===== config.mk =====
export PLATFORM = sky130hd
export DESIGN_NAME = filter_result_writer
export DESIGN_NICKNAME = d
export VERILOG_FILES = /design/src/rtl/filter_pkg.sv /design/src/rtl/filter_result_writer_sat_scale.sv /design/src/rtl/filter_result_writer.sv
export SDC_FILE = /design/constraint.sdc
export NUM_CORES = 1
export LEC_CHECK = 0
export CORE_ASPECT_RATIO = 1.1
export CORE_MARGIN = 1
export CORE_UTILIZATION = 44
export DETAILED_ROUTE_END_ITERATION = 16
export HOLD_SLACK_MARGIN = 0.05
export PLACE_DENSITY_LB_ADDON = 0.25
export SETUP_SLACK_MARGIN = 0.3
export SLEW_MARGIN = 25
export SYNTH_ARGS = -nofsm -noshare
export SYNTH_HDL_FRONTEND = slang
export SYNTH_SLANG_ARGS = --single-unit

===== constraint.sdc =====
create_clock -name clk -period 6.06 [get_ports clk]
set_input_delay 1.818 -clock clk [delete_from_list [all_inputs] [get_ports clk]]
set_output_delay 1.818 -clock clk [all_outputs]
set_load 0.1 [all_outputs]

===== src/rtl/filter_pkg.sv =====
// Shared constants and types for the filter result write path.
package filter_pkg;

  localparam int ACC_W      = 105;
  localparam int SAMPLE_W   = 16;
  localparam int ADDR_W     = 14;
  localparam int DEPTH      = 16384;
  localparam int FRAC_SHIFT = 15;
  localparam int DISCARD    = 0;

  localparam logic signed [SAMPLE_W-1:0] SAMPLE_MAX = {1'b0, {(SAMPLE_W-1){1'b1}}};
  localparam logic signed [SAMPLE_W-1:0] SAMPLE_MIN = {1'b1, {(SAMPLE_W-1){1'b0}}};

  typedef enum logic [1:0] {
    ST_IDLE,
    ST_DISCARD,
    ST_CAPTURE,
    ST_DONE
  } writer_state_t;

endpackage


===== src/rtl/filter_result_writer_sat_scale.sv =====
// Combinational narrowing of a filter accumulator to a saturated signed sample.
module sat_scale #(
  parameter int ACC_W      = filter_pkg::ACC_W,
  parameter int SAMPLE_W   = filter_pkg::SAMPLE_W,
  parameter int FRAC_SHIFT = filter_pkg::FRAC_SHIFT
) (
  input  logic signed [ACC_W-1:0]    in_data,
  output logic        [SAMPLE_W-1:0] out_data,
  output logic                       clipped
);

  logic signed [ACC_W-1:0]      shifted;
  logic        [ACC_W-SAMPLE_W:0] upper;

  // Floor-shift, then clip when the bits above the sample are not a pure sign extension
  always_comb begin
    shifted  = in_data >>> FRAC_SHIFT;
    upper    = shifted[ACC_W-1:SAMPLE_W-1];
    clipped  = !((upper == '0) || (upper == '1));
    out_data = shifted[SAMPLE_W-1:0];
    if (clipped) begin
      if (shifted[ACC_W-1]) out_data = {1'b1, {(SAMPLE_W-1){1'b0}}};
      else                  out_data = {1'b0, {(SAMPLE_W-1){1'b1}}};
    end
  end

endmodule


===== src/rtl/filter_result_writer.sv =====
// Captures filter accumulator outputs, scales/saturates them and writes them
// sequentially into the result RAM for one run started by the controller.
module filter_result_writer #(
  parameter int ACC_W      = filter_pkg::ACC_W,
  parameter int SAMPLE_W   = filter_pkg::SAMPLE_W,
  parameter int ADDR_W     = filter_pkg::ADDR_W,
  parameter int DEPTH      = filter_pkg::DEPTH,
  parameter int FRAC_SHIFT = filter_pkg::FRAC_SHIFT,
  parameter int DISCARD    = filter_pkg::DISCARD
) (
  input  logic                    clk,
  input  logic                    rst,
  input  logic                    start,
  input  logic                    in_valid,
  input  logic signed [ACC_W-1:0] in_data,
  output logic                    wr_en,
  output logic [ADDR_W-1:0]       wr_addr,
  output logic [SAMPLE_W-1:0]     wr_data,
  output logic                    busy,
  output logic                    done,
  output logic [ADDR_W-1:0]       sat_count
);

  import filter_pkg::*;

  localparam int                DISC_W    = (DISCARD > 1) ? $clog2(DISCARD + 1) : 1;
  localparam logic [ADDR_W-1:0] LAST_IDX  = ADDR_W'(DEPTH - 1);
  localparam logic [DISC_W-1:0] LAST_DISC = DISC_W'((DISCARD > 0) ? DISCARD - 1 : 0);

  writer_state_t        state;
  logic [ADDR_W-1:0]    idx;
  logic [DISC_W-1:0]    disc_cnt;
  logic [SAMPLE_W-1:0]  scaled;
  logic                 clipped;

  sat_scale #(
    .ACC_W      (ACC_W),
    .SAMPLE_W   (SAMPLE_W),
    .FRAC_SHIFT (FRAC_SHIFT)
  ) u_sat_scale (
    .in_data  (in_data),
    .out_data (scaled),
    .clipped  (clipped)
  );

  // Run FSM with counters and registered RAM-write / status outputs
  always_ff @(posedge clk) begin
    if (rst) begin
      state     <= ST_IDLE;
      idx       <= '0;
      disc_cnt  <= '0;
      wr_en     <= 1'b0;
      wr_addr   <= '0;
      wr_data   <= '0;
      busy      <= 1'b0;
      done      <= 1'b0;
      sat_count <= '0;
    end else begin
      wr_en <= 1'b0;
      case (state)
        ST_IDLE, ST_DONE: begin
          // in_valid is ignored here, including when it coincides with start
          if (start) begin
            state     <= (DISCARD > 0) ? ST_DISCARD : ST_CAPTURE;
            idx       <= '0;
            disc_cnt  <= '0;
            sat_count <= '0;
            done      <= 1'b0;
            busy      <= 1'b1;
          end
        end
        ST_DISCARD: begin
          if (in_valid) begin
            if (disc_cnt == LAST_DISC) state <= ST_CAPTURE;
            disc_cnt <= disc_cnt + 1'b1;
          end
        end
        ST_CAPTURE: begin
          if (in_valid) begin
            wr_en   <= 1'b1;
            wr_addr <= idx;
            wr_data <= scaled;
            if (clipped && (sat_count != '1)) sat_count <= sat_count + 1'b1;
            // busy/done flip on the same edge that issues the final write
            if (idx == LAST_IDX) begin
              state <= ST_DONE;
              busy  <= 1'b0;
              done  <= 1'b1;
            end else begin
              idx <= idx + 1'b1;
            end
          end
        end
        default: state <= ST_IDLE;
      endcase
    end
  end

endmodule


==> results summary <==
The share of the clock period used by the worst path is 0.745. The number of synthesized flops with an enable pin came out at 0. The count of final hold-check violations is 0. The die area came out at between 7000 and 8000 um2. The max-slew violation total from the final report came to 0. The routed length per instance is 16.0 um. The setup TNS came out at 0 ns. The first global-routing pass estimated roughly 17,000 um of wire.

The initial core utilization came out at 0.456. The setup path with the least slack is of type input pin to register. The power density over the cells is roughly 240 nW/um2.

The number of antenna violations at the first check in global routing is 0. The synthesized netlist cell count is around 410. Timing would allow up to approximately 220 MHz. Input and output buffers added on the ports amount to 140.

The count of buffers added by post-CTS timing repair for setup is 0. The area used by sequential logic in the layout came out at around 1300 um2. The data required time at the worst endpoint is approximately 6.3 ns. The maximum number of pins on one net before global-route repair came out at 34. The number of warning messages in the yosys log is 0.

The via count of the first global-routing pass came out at roughly 3,600. The share of flip-flops with an asynchronous set or reset after synthesis is 0. Buffers inserted to repair hold after CTS numbered 0.

The total clock sinks came out at between 60 and 70. The final layout contains routed wiring with a total length of ~10,000 um. The number of nets in the layout is 650.

Dividing the detail-routed via count by the number of cells gives a little under 6. Counting the fill cells in the layout gives around 600. In this run the horizontal extent of the chip is around 83 um. The final-report setup violation count is 0. The library cell occupying the most area in the post-synthesis netlist is sky130_fd_sc_hd__dfxtp_1. The number of gates resized after CTS was 0.

In the synthesized netlist the dominant register cell turns out to be sky130_fd_sc_hd__dfxtp_1. STA classifies the critical path endpoint as a register. After synthesis, the mean cell area works out to slightly below 8 um2. In this run the remaining antenna-violating nets after routing total 0. The max-cap check violation count is 0. The total area inside the core boundary comes to around 7000 um2. Synthesis inferred 64 register bits.

The number of distinct library cells after synthesis came out at 44. The final estimated routing congestion in global placement is 0.935. For this design the static power due to leakage is 1.59 nW. The top-level I/O count came out at about 160. The flow ran to the end, and the final reports show no timing, DRC or antenna violations. The top cell types in the final layout, fill and taps aside, are sky130_fd_sc_hd__clkdlybuf4s50_1, sky130_fd_sc_hd__dfxtp_1, sky130_fd_sc_hd__nand2_1.

Measured along the y axis, the die boundary spans 91.6 um. The final worst setup slack came out at 1.55 ns. The arrival time at the worst endpoint is approximately 4.8 ns. Relative to the synthesized area, the layout overhead comes to 49.4%. The overall global routing resource usage came out at 0.274.

The clock tree synthesis step divided the H-tree into 3 levels. The clock reaches the later pin of the worst-skew pair after roughly 0.35 ns. The number of nets handed over by synthesis was 519.

The final antenna diode count is 0. The final clock skew is 0.00618 ns. The detailed router placed around 3,600 vias in this run. TritonCTS built the clock tree. The root buffer cell chosen for the clock tree is sky130_fd_sc_hd__clkbuf_8. The maximum VDD drop came out at 0.191 mV. The number of rows created at floorplan is 32. The synthesized netlist occupies a cell area of about 3200 um2. Ranked by total cell area, the synthesized netlist is headed by sky130_fd_sc_hd__dfxtp_1, sky130_fd_sc_hd__nand2_1, sky130_fd_sc_hd__nor2_1, sky130_fd_sc_hd__nand4_1, sky130_fd_sc_hd__nor4_1. Summed over all layers, the global routing overflow is 0. The area occupied by multi-input gates is about 1800 um2.

Overall power consumption after layout is estimated at between 1 and 1.5 mW. The class of the tightest hold or removal check is register to register. The clock slew seen by the registers of the worst setup and hold paths came out at about 0.070 ns. The first-pass detailed-route iteration total came out at 4. STA classifies the critical path startpoint as an input pin. The count of unresolved DRC violations after routing is 0. Counting along the longest clock path gives a buffer depth of 2. The total clock buffers created by CTS is 9. Once detailed placement completed, the half-perimeter wirelength came to about 7600 um. The headroom to the max-slew limit came out at 0.314.

The transition time of the tightest slew-check pin came out at a little over 1 ns. The register area share after synthesis is 0.399. The critical-path maximum fanout is 26. The most common cell after layout, fill and taps aside is sky130_fd_sc_hd__clkdlybuf4s50_1. The violation count after the first detailed-routing iteration is 164. The area share of the largest cell type after synthesis came out at 0.399. The share of final-layout standard cells stronger than drive strength 1 came out at 0.0480. The shortest period the worst path allows is between 4 and 5 ns. Setup repair after global routing left no endpoint under its margin.

The worst setup slack before clock tree synthesis is 1.18 ns.
area by class of cell:
type / instances / share of cell area
Timing Repair Buffer: 143 / 0.297
Multi-Input combinational cell: 310 / 0.373
Sequential cell: 64 / 0.267
Inverter: 9 / 0.00704
Clock buffer: 10 / 0.0266
Tap cell: 85 / 0.0222
Clock inverter: 6 / 0.00757
critical path, stage by stage:
cell and delay [ns]:
sky130_fd_sc_hd__clkdlybuf4s50_1 0.43, sky130_fd_sc_hd__nor4_1 0.44, sky130_fd_sc_hd__nand4_1 0.17, sky130_fd_sc_hd__or3_4 0.37
sky130_fd_sc_hd__nor3_4 0.31, sky130_fd_sc_hd__or2_1 0.77, sky130_fd_sc_hd__o311ai_0 0.26, sky130_fd_sc_hd__a31oi_1 0.20
report_power, final:
part	internal [mW]	switching [mW]	leakage [nW]
logic	0.124	0.254	0.984
registers	0.442	0.0138	0.519
clock network	0.146	0.167	0.0858
stage by stage:
stage                     cell area, um2  hold slack, ns   util  std cells
after floorplan                     3210           0.452      -        406
after global placement              4630           0.442  0.656        611
after detailed placement            4630           0.445  0.656        611
final                               4800           0.452  0.681        627
after global routing                4800           0.469  0.681        627
after CTS                           4790           0.454  0.680        627
cells in the mapped netlist (all sizes together) (5+ instances only):
cell     n
a211oi  18
a21o     5
a21oi   19
a31oi    6
buf      9
clkbuf  14
dfxtp   64
inv      9
nand2   54
nand3   14
nand4   27
nor2    47
nor3    31
nor4    27
o21ai    6
xnor2    5
xor2     7
sequential cells by signal, indices dropped and copies added (netlist names):
| name | flops |
|---|---|
| busy | 1 |
| disc_cnt | 1 |
| done | 1 |
| idx | 14 |
| sat_count | 14 |
| state | 2 |
| wr_addr | 14 |
| wr_data | 16 |
| wr_en | 1 |
metal layers:
metal / track usage / vias up / part of all wire
li1: - / 1766 / -
met1: 0.288 / 1679 / 0.37
met2: 0.499 / 140 / 0.52
met3: 0.0627 / 35 / 0.065
met4: 0.155 / 0 / 0.043
met5: 0 / - / 0
final timing paths:
path	startpoint	to	slack, ns	cells after the start
worst max-delay path	in_data[81]	sat_count[4]	1.55	8
worst min-delay path	wr_addr[3]	wr_addr[3]	0.45	2
worst max register to register	state[0]	idx[7]	3.22	8
worst min register to register	wr_addr[3]	wr_addr[3]	0.45	2
cell families after synthesis:
group / after synthesis / synth area share
buffers and inverters: 32 / 0.0464
multiplexers: 4 / 0.0125
XOR/XNOR: 12 / 0.0327
adder cells (fa/ha/maj): 4 / 0.0156
AO/OA/AOI/OAI: 68 / 0.146
flip-flops: 64 / 0.399
AND/OR/NAND/NOR: 222 / 0.348
Note: power is estimated with default switching activity, not from simulation.
